[src/rtl/hazard_ctrl_if.sv]
// Hazard controller bus: hazard inputs from the pipeline stages, and
// pause/bubble controls, perf counters and timeout flag back to the pipeline.
interface hazard_ctrl_if #(
   parameter int unsigned CNT_W = 16
);
   // ID / EX / MEM hazard sources
   logic [4:0]       id_rs1;
   logic [4:0]       id_rs2;
   logic             id_use_rs1;
   logic             id_use_rs2;
   logic [4:0]       ex_rd;
   logic             ex_is_load;
   logic             ex_br_taken;
   logic             ex_busy;
   logic             mem_req;
   logic             mem_ready;

   // Pipeline register controls
   logic             pc_pause;
   logic             if_id_pause;
   logic             if_id_bubble;
   logic             id_ex_pause;
   logic             id_ex_bubble;
   logic             ex_mem_pause;
   logic             ex_mem_bubble;
   logic             mem_wb_pause;
   logic             mem_wb_bubble;

   // Status
   logic [CNT_W-1:0] stall_cnt;
   logic [CNT_W-1:0] flush_cnt;
   logic             timeout_err;

   // Pipeline side: presents hazards, consumes controls
   modport master (
      output id_rs1, id_rs2, id_use_rs1, id_use_rs2, ex_rd, ex_is_load,
             ex_br_taken, ex_busy, mem_req, mem_ready,
      input  pc_pause, if_id_pause, if_id_bubble, id_ex_pause, id_ex_bubble,
             ex_mem_pause, ex_mem_bubble, mem_wb_pause, mem_wb_bubble,
             stall_cnt, flush_cnt, timeout_err
   );

   // Controller side
   modport slave (
      input  id_rs1, id_rs2, id_use_rs1, id_use_rs2, ex_rd, ex_is_load,
             ex_br_taken, ex_busy, mem_req, mem_ready,
      output pc_pause, if_id_pause, if_id_bubble, id_ex_pause, id_ex_bubble,
             ex_mem_pause, ex_mem_bubble, mem_wb_pause, mem_wb_bubble,
             stall_cnt, flush_cnt, timeout_err
   );
endinterface

[src/rtl/hazard_ctrl.sv]
// Central stall/flush controller for the 5-stage pipeline. Pause/bubble
// controls are combinational from the hazard inputs and the current state;
// a wait counter freezes the pipeline after TIMEOUT consecutive MEM/EX stalls.
module hazard_ctrl #(
   parameter int unsigned TIMEOUT = 256,
   parameter int unsigned CNT_W   = 16
) (
   input  logic        clock,
   input  logic        reset_n,
   hazard_ctrl_if.slave hif
);

   localparam int unsigned WAIT_W = (TIMEOUT > 1) ? $clog2(TIMEOUT) : 1;
   localparam logic [WAIT_W-1:0] WAIT_LAST = WAIT_W'(TIMEOUT - 1);
   localparam logic [CNT_W-1:0]  CNT_MAX   = '1;

   typedef enum logic [1:0] {
      RUN      = 2'd0,
      MEM_WAIT = 2'd1,
      EX_BUSY  = 2'd2,
      ERR      = 2'd3
   } state_t;

   state_t            r_state;
   logic [WAIT_W-1:0] r_wait;
   logic [CNT_W-1:0]  r_stall_cnt;
   logic [CNT_W-1:0]  r_flush_cnt;
   logic              r_timeout_err;

   logic w_mw;
   logic w_lu;
   logic w_stalled;
   logic w_flush;
   logic w_pc_pause;
   logic w_if_id_pause;
   logic w_if_id_bubble;
   logic w_id_ex_pause;
   logic w_id_ex_bubble;
   logic w_ex_mem_pause;
   logic w_ex_mem_bubble;
   logic w_mem_wb_pause;
   logic w_mem_wb_bubble;

   assign w_mw      = hif.mem_req & ~hif.mem_ready;
   assign w_lu      = hif.ex_is_load && (hif.ex_rd != 5'd0) &&
                      ((hif.id_use_rs1 && (hif.id_rs1 == hif.ex_rd)) ||
                       (hif.id_use_rs2 && (hif.id_rs2 == hif.ex_rd)));
   assign w_stalled = w_mw | hif.ex_busy;
   // A branch held in EX by a MEM/EX stall is only acted on once the stall clears
   assign w_flush   = reset_n && (r_state != ERR) && !w_stalled && hif.ex_br_taken;

   // Prioritised pause/bubble decode; reset forces NOP fill
   always_comb begin
      w_pc_pause      = 1'b0;
      w_if_id_pause   = 1'b0;
      w_if_id_bubble  = 1'b0;
      w_id_ex_pause   = 1'b0;
      w_id_ex_bubble  = 1'b0;
      w_ex_mem_pause  = 1'b0;
      w_ex_mem_bubble = 1'b0;
      w_mem_wb_pause  = 1'b0;
      w_mem_wb_bubble = 1'b0;
      if (!reset_n) begin
         w_if_id_bubble  = 1'b1;
         w_id_ex_bubble  = 1'b1;
         w_ex_mem_bubble = 1'b1;
         w_mem_wb_bubble = 1'b1;
      end else if (r_state == ERR) begin
         w_pc_pause      = 1'b1;
         w_if_id_pause   = 1'b1;
         w_id_ex_pause   = 1'b1;
         w_ex_mem_pause  = 1'b1;
         w_mem_wb_pause  = 1'b1;
      end else if (w_mw) begin
         w_pc_pause      = 1'b1;
         w_if_id_pause   = 1'b1;
         w_id_ex_pause   = 1'b1;
         w_ex_mem_pause  = 1'b1;
         w_mem_wb_bubble = 1'b1;
      end else if (hif.ex_busy) begin
         w_pc_pause      = 1'b1;
         w_if_id_pause   = 1'b1;
         w_id_ex_pause   = 1'b1;
         w_ex_mem_bubble = 1'b1;
      end else if (hif.ex_br_taken) begin
         w_if_id_bubble  = 1'b1;
         w_id_ex_bubble  = 1'b1;
      end else if (w_lu) begin
         w_pc_pause      = 1'b1;
         w_if_id_pause   = 1'b1;
         w_id_ex_bubble  = 1'b1;
      end
   end

   // State, wait counter, timeout flag and saturating perf counters
   always_ff @(posedge clock or negedge reset_n) begin
      if (!reset_n) begin
         r_state       <= RUN;
         r_wait        <= '0;
         r_stall_cnt   <= '0;
         r_flush_cnt   <= '0;
         r_timeout_err <= 1'b0;
      end else if (r_state != ERR) begin
         if (w_stalled && (r_wait == WAIT_LAST)) begin
            r_state       <= ERR;
            r_timeout_err <= 1'b1;
         end else if (w_mw) begin
            r_state <= MEM_WAIT;
         end else if (hif.ex_busy) begin
            r_state <= EX_BUSY;
         end else begin
            r_state <= RUN;
         end
         r_wait <= w_stalled ? r_wait + 1'b1 : '0;
         if (w_pc_pause && (r_stall_cnt != CNT_MAX))
            r_stall_cnt <= r_stall_cnt + 1'b1;
         if (w_flush && (r_flush_cnt != CNT_MAX))
            r_flush_cnt <= r_flush_cnt + 1'b1;
      end
   end

   assign hif.pc_pause      = w_pc_pause;
   assign hif.if_id_pause   = w_if_id_pause;
   assign hif.if_id_bubble  = w_if_id_bubble;
   assign hif.id_ex_pause   = w_id_ex_pause;
   assign hif.id_ex_bubble  = w_id_ex_bubble;
   assign hif.ex_mem_pause  = w_ex_mem_pause;
   assign hif.ex_mem_bubble = w_ex_mem_bubble;
   assign hif.mem_wb_pause  = w_mem_wb_pause;
   assign hif.mem_wb_bubble = w_mem_wb_bubble;
   assign hif.stall_cnt     = r_stall_cnt;
   assign hif.flush_cnt     = r_flush_cnt;
   assign hif.timeout_err   = r_timeout_err;

endmodule
[src/flat_wrapper.sv]
// flat-port wrapper written by rule: the top's interface ports become plain ports
module hazard_ctrl_flat 
#(
   parameter int unsigned TIMEOUT = 256,
   parameter int unsigned CNT_W   = 16
)
  (clock, reset_n, hif_id_rs1, hif_id_rs2, hif_id_use_rs1, hif_id_use_rs2, hif_ex_rd, hif_ex_is_load, hif_ex_br_taken, hif_ex_busy, hif_mem_req, hif_mem_ready, hif_pc_pause, hif_if_id_pause, hif_if_id_bubble, hif_id_ex_pause, hif_id_ex_bubble, hif_ex_mem_pause, hif_ex_mem_bubble, hif_mem_wb_pause, hif_mem_wb_bubble, hif_stall_cnt, hif_flush_cnt, hif_timeout_err);
  hazard_ctrl_if #(.CNT_W(CNT_W)) hif_i ();
  input  logic clock;
  input  logic reset_n;
  input wire logic [$bits(hif_i.id_rs1)-1:0] hif_id_rs1;
  input wire logic [$bits(hif_i.id_rs2)-1:0] hif_id_rs2;
  input wire logic [$bits(hif_i.id_use_rs1)-1:0] hif_id_use_rs1;
  input wire logic [$bits(hif_i.id_use_rs2)-1:0] hif_id_use_rs2;
  input wire logic [$bits(hif_i.ex_rd)-1:0] hif_ex_rd;
  input wire logic [$bits(hif_i.ex_is_load)-1:0] hif_ex_is_load;
  input wire logic [$bits(hif_i.ex_br_taken)-1:0] hif_ex_br_taken;
  input wire logic [$bits(hif_i.ex_busy)-1:0] hif_ex_busy;
  input wire logic [$bits(hif_i.mem_req)-1:0] hif_mem_req;
  input wire logic [$bits(hif_i.mem_ready)-1:0] hif_mem_ready;
  output wire logic [$bits(hif_i.pc_pause)-1:0] hif_pc_pause;
  output wire logic [$bits(hif_i.if_id_pause)-1:0] hif_if_id_pause;
  output wire logic [$bits(hif_i.if_id_bubble)-1:0] hif_if_id_bubble;
  output wire logic [$bits(hif_i.id_ex_pause)-1:0] hif_id_ex_pause;
  output wire logic [$bits(hif_i.id_ex_bubble)-1:0] hif_id_ex_bubble;
  output wire logic [$bits(hif_i.ex_mem_pause)-1:0] hif_ex_mem_pause;
  output wire logic [$bits(hif_i.ex_mem_bubble)-1:0] hif_ex_mem_bubble;
  output wire logic [$bits(hif_i.mem_wb_pause)-1:0] hif_mem_wb_pause;
  output wire logic [$bits(hif_i.mem_wb_bubble)-1:0] hif_mem_wb_bubble;
  output wire logic [$bits(hif_i.stall_cnt)-1:0] hif_stall_cnt;
  output wire logic [$bits(hif_i.flush_cnt)-1:0] hif_flush_cnt;
  output wire logic [$bits(hif_i.timeout_err)-1:0] hif_timeout_err;
  assign hif_i.id_rs1 = hif_id_rs1;
  assign hif_i.id_rs2 = hif_id_rs2;
  assign hif_i.id_use_rs1 = hif_id_use_rs1;
  assign hif_i.id_use_rs2 = hif_id_use_rs2;
  assign hif_i.ex_rd = hif_ex_rd;
  assign hif_i.ex_is_load = hif_ex_is_load;
  assign hif_i.ex_br_taken = hif_ex_br_taken;
  assign hif_i.ex_busy = hif_ex_busy;
  assign hif_i.mem_req = hif_mem_req;
  assign hif_i.mem_ready = hif_mem_ready;
  assign hif_pc_pause = hif_i.pc_pause;
  assign hif_if_id_pause = hif_i.if_id_pause;
  assign hif_if_id_bubble = hif_i.if_id_bubble;
  assign hif_id_ex_pause = hif_i.id_ex_pause;
  assign hif_id_ex_bubble = hif_i.id_ex_bubble;
  assign hif_ex_mem_pause = hif_i.ex_mem_pause;
  assign hif_ex_mem_bubble = hif_i.ex_mem_bubble;
  assign hif_mem_wb_pause = hif_i.mem_wb_pause;
  assign hif_mem_wb_bubble = hif_i.mem_wb_bubble;
  assign hif_stall_cnt = hif_i.stall_cnt;
  assign hif_flush_cnt = hif_i.flush_cnt;
  assign hif_timeout_err = hif_i.timeout_err;
  hazard_ctrl #(.TIMEOUT(TIMEOUT), .CNT_W(CNT_W)) u_core (.clock(clock), .reset_n(reset_n), .hif(hif_i));
endmodule
[config.mk]
export PLATFORM = sky130hd
export DESIGN_NAME = hazard_ctrl_flat
export DESIGN_NICKNAME = d
export VERILOG_FILES = /design/src/rtl/hazard_ctrl_if.sv /design/src/rtl/hazard_ctrl.sv /design/src/flat_wrapper.sv
export SDC_FILE = /design/constraint.sdc
export NUM_CORES = 1
export LEC_CHECK = 0
export CORE_MARGIN = 10
export CORE_UTILIZATION = 47
export DETAILED_ROUTE_END_ITERATION = 10
export PLACE_DENSITY = 0.75
export SLEW_MARGIN = 20
export SYNTH_ARGS = -nofsm -noshare
export SYNTH_HDL_FRONTEND = slang
export SYNTH_SLANG_ARGS = --single-unit
export TNS_END_PERCENT = 50
[constraint.sdc]
create_clock -name clock -period 2.5 [get_ports clock]
set_clock_uncertainty 0.05 [all_clocks]
set_input_delay 0.25 -clock clock [delete_from_list [all_inputs] [get_ports clock]]
set_output_delay 0.25 -clock clock [all_outputs]
set_load 0.01 [all_outputs]
# Yosys cells after proc, flatten, opt, wreduce, memory -nomap -nowiden
# Cells that the tools add are included.
# op_classes
reduce_logical	16
n_addsub	3
n_bitwise	3
n_eq_ne	7
mux	34
# ops
operator	count
16-bit by 1-bit adder with 16-bit output, second input constant	2
16-bit != test, second input constant	2
1-bit two-way mux	30
5-bit == test	2
1-bit logical AND	10
8-bit by 1-bit adder with 8-bit output, second input constant	1
8-bit == test, second input constant	1
8-bit two-way mux	1
2-bit two-way mux	3
2-bit AND reduction	3
5-bit nonzero test	1
2-bit == test, second input constant	1
2-bit != test, second input constant	1
1-bit bitwise AND	1
1-bit zero test	1
1-bit logical OR	1
1-bit inverter	1
1-bit OR	1
# word_totals
reg_bits	43
wordCells	68

# Longest topological paths before layout
# logic_depth
ltp_word	12
depth_mapped	9
depth_no_buf	7

# Least setup slack after synthesis
# No wires, ideal clock.
# synth_timing
path_type	input to output
from	in hif_ex_rd[0]
to	out hif_pc_pause
arrival_ns	1.660
cell_stages	6
path_slack_ns	0.540
cell_sequence	or4_1 -> o21ai_0 -> o21ai_2 -> buf_4 -> and2_1 -> buf_4
# synth_via
elab_chain_cells	10
elab_cells_between_ends	14
# synth_rtl
element	line	source
from (decl)	flat_wrapper.sv:15	input wire logic [$bits(hif_i.ex_rd)-1:0] hif_ex_rd;
5-bit == test, on equally long branches	hazard_ctrl.sv:46, hazard_ctrl.sv:47	
1-bit logical AND, on equally long branches	hazard_ctrl.sv:46, hazard_ctrl.sv:47	
1-bit logical OR	hazard_ctrl.sv:46	((hif.id_use_rs1 && (hif.id_rs1 == hif.ex_rd)) ||
1-bit logical AND (*)	hazard_ctrl.sv:45	assign w_lu = hif.ex_is_load && (hif.ex_rd != 5'd0) &&
1-bit two-way mux (*) (6 in series)	-	
to (decl)	flat_wrapper.sv:21	output wire logic [$bits(hif_i.pc_pause)-1:0] hif_pc_pause;
# Mark *: on every way between the ends. The rest lies on a longest branch, timed or not.

# Worst setup path after layout
# layout_timing
from	in hif_ex_rd[0]
to	out hif_if_id_pause
# layout_via
elab_chain_cells	10
elab_cells_between_ends	14
# layout_rtl
element	line	source
5-bit == test, on equally long branches	hazard_ctrl.sv:46, hazard_ctrl.sv:47	
1-bit logical AND, on equally long branches	hazard_ctrl.sv:46, hazard_ctrl.sv:47	
1-bit logical OR	hazard_ctrl.sv:46	
1-bit logical AND (*)	hazard_ctrl.sv:45	
1-bit two-way mux (*)	hazard_ctrl.sv:88	end else if (w_lu) begin
1-bit two-way mux (*)	hazard_ctrl.sv:85	end else if (hif.ex_br_taken) begin
1-bit two-way mux (*)	hazard_ctrl.sv:80	end else if (hif.ex_busy) begin
1-bit two-way mux (*)	hazard_ctrl.sv:74	end else if (w_mw) begin
1-bit two-way mux (*)	hazard_ctrl.sv:68	end else if (r_state == ERR) begin
1-bit two-way mux (*)	hazard_ctrl.sv:63	if (!reset_n) begin
to (decl)	flat_wrapper.sv:22	output wire logic [$bits(hif_i.if_id_pause)-1:0] hif_if_id_pause;
# Marks and branches as above.

==> run metrics <==
core area 4690 um^2; pin count of the biggest net entering global routing 34; CTS H-tree depth 2; Routed WL 5320 um; row cnt 25; Vias 1853; hold worst-path end u_core.hif.timeout_err$_DFFE_PN0P_; Final Cell Area 3150 um^2; Die Area 7980 um^2; kind of critical path in -> out; clock sink count 43; relative slew slack 0.729; CP max stage delay 0.55 ns; worst slew pin tran 0.406 ns; CTS root buf clkbuf_8; Worst Hold Class reg -> reg; crit start category primary input; Antenna diodes 0; period utilization 0.944; Nets 320; CTS buffer count 5; CP Cell Sequence clkdlybuf4s50_1, or4_1, o21ai_1, buf_4, o21ai_2, and2_1, dlygate4sd2_1; wire per inst 15.3 um; CP max FO 3; first-pass GRT wire length 8700 um; clk_lat worst skew 0.29 ns; critical path arrival 2.06 ns; GRT Total Usage 0.138; leakage power 1.38 nW; top_reg_cell synth dfrtp_1; die height 89.3 um; Worst-path clk slew 0.08 ns; post-synth cell types 37; max_cap viols 0; Seq pwr share 0.439; R2R Path End u_core.hif.flush_cnt[11]$_DFFE_PN0P_; fmax 424 MHz; Period minus WS final 2.36 ns; Final Hold Fails 0; NetSw 595 uW; Clk network pwr share 0.300; async set or reset register ratio after synthesis 1.00; antenna violations before repair 0; Crit-path slowest cell or4_1; grt ovf 0; router iterations before antenna repair 4; via/cell ratio 5.32; Hold Path Depth 1; layout cells sized above 1 0.0918; Yosys warnings 0; DR iter-0 viols 59; outcome completed; Worst R2R Path Depth 7; DR DRC count 0; number of synthesized flops with an enable pin 0; final design utilization 0.671; IO buf count 65; Synth Cell Area 2260 um^2; RSZ-0062 raised after global routing false; hold_sp u_core.hif.timeout_err$_DFFE_PN0P_; Mapped Cells 215; Final ANT Viol Nets 0; sw frac 0.281; placed cell areas 3010 um^2; PwrDens 672 nW/um^2; RR Startpoint u_core.r_state[0]$_DFFE_PN0N_; Fin Hold WS 0.420 ns; placer congestion estimate 0.781; vias in the first global route 1820; post-synthesis sequential element count 43; Avg Cell Area, Syn 10.5 um^2; DP HPWL 4150 um; Slew Limit Fails 0; Setup crit end kind primary output; Peak VDD IR 0.422 mV; # Post-CTS Setup Buffers 0; CTS tree done; IO Pins 66; Die W 89.3 um; clock buffer depth 2; P_int 1.52 mW; Initial Utilization 0.482; Logic pwr share 0.261; R2R setup slack 0.45 ns; final setup vio count 0; register area share after synthesis 0.476; critical path required time 2.20 ns; layout overhead on the synthesized area 39.4%; syn_nets 242
-- final cells by class --
| cell class | count | area, um^2 |
|---|---|---|
| Clock buffer | 6 | 72.6 |
| Sequential cell | 43 | 1080 |
| Inverter | 4 | 15.0 |
| Fill cell | 383 | 1540 |
| Clock inverter | 2 | 60.1 |
| Multi-Input combinational cell | 162 | 1120 |
| Tap cell | 54 | 67.6 |
| Timing Repair Buffer | 77 | 738 |
-- cell usage in the layout, fill, tap and decap left out, types with 4 or more instances in the layout --
cell type         n
clkbuf_8          5
o21ai_0           4
and4_1            4
clkdlybuf4s50_1  61
nor2_1           14
nand4_1          16
xnor2_1          26
buf_4            11
nand2_1          15
xor2_1           18
dfrtp_1          43
nand3_1          14
and3_1           12
nor3_1            5
-- worst max-delay path: cells and delay by family --
kind	cells	cell delay, ns
AOI/OAI and AO/OA	2	0.19
buffers and inverters	3	0.89
and+or+nand+nor	2	0.74
-- power by group through the flow --
stage | Clock (mW) | Combinational (mW) | Sequential [mW]
CTS | 0.642 | 0.566 | 0.928
floorplan | 0 | 0.235 | 0.950
finish | 0.635 | 0.554 | 0.929
global route | 0.671 | 0.611 | 0.945
global placement | 0 | 0.554 | 0.934
detailed placement | 0 | 0.562 | 0.935
-- synth_stat cells, types with 3 or more instances --
cell type,n,area share
a21oi_1,3,0.0066
and2_1,3,0.0083
and3_1,12,0.033
and4_1,4,0.016
dfrtp_1,43,0.48
ha_1,3,0.017
inv_1,3,0.0050
nand2_1,15,0.025
nand3_1,14,0.031
nand4_1,16,0.044
nor2_1,14,0.023
nor3_1,5,0.011
o21ai_0,5,0.011
or3_1,3,0.0083
xnor2_1,26,0.10
xor2_1,18,0.070
-- metal layers --
| metal | vias to the layer above | track usage | routed length, um |
|---|---|---|---|
| li1 | 907 | - | - |
| met1 | 895 | 0.151 | 2140 |
| met2 | 45 | 0.236 | 2710 |
| met3 | 6 | 0.0602 | 416 |
| met4 | 0 | 0.0376 | 55 |
| met5 | - | 0 | 0 |
-- state kept, by name (all words and copies together) (netlist names) --
name / flops
u_core.hif.flush_cnt: 16
u_core.hif.stall_cnt: 16
u_core.hif.timeout_err: 1
u_core.r_state: 2
u_core.r_wait: 8
-- kinds of logic after synthesis --
family | synth area share
AND/OR/NAND/NOR | 0.242
flip-flops | 0.476
XOR/XNOR | 0.171
multiplexers | 0.0116
adder cells (fa/ha/maj) | 0.0166
AO/OA/AOI/OAI | 0.0554
buffers and inverters | 0.0277
-- worst max-delay path by stage --
stage | from | cells past startpoint | endpoint
finish | hif_ex_rd[0] | 7 | hif_if_id_pause
global route | hif_ex_rd[0] | 7 | hif_pc_pause
CTS | hif_ex_rd[3] | 7 | hif_id_ex_bubble
detailed placement | hif_ex_rd[0] | 7 | hif_if_id_pause
global placement | hif_ex_rd[0] | 7 | hif_if_id_pause
floorplan | hif_ex_rd[0] | 6 | hif_pc_pause
-- stage by stage --
stage               total power, mW  worst slack, ns  TNS (ns)  cells
floorplan                      1.18            0.540         0    215
finish                         2.12            0.141         0    348
global route                   2.23          0.00821         0    348
CTS                            2.14          0.00106         0    348
global placement               1.49          -0.0964    -0.192    339
detailed placement             1.50           -0.104    -0.202    339
-- what timing repair did --
item | 4_1_cts | 5_1_grt
cloned | 0 | 0
hold buffers | 1 | 0
setup endpoints to repair | 2 | 3
resized for setup | 2 | 2
pin swaps | 0 | 0
endpoints found under the hold margin | 11 | 0
No activity file was read; power rests on OpenSTA's default activity.
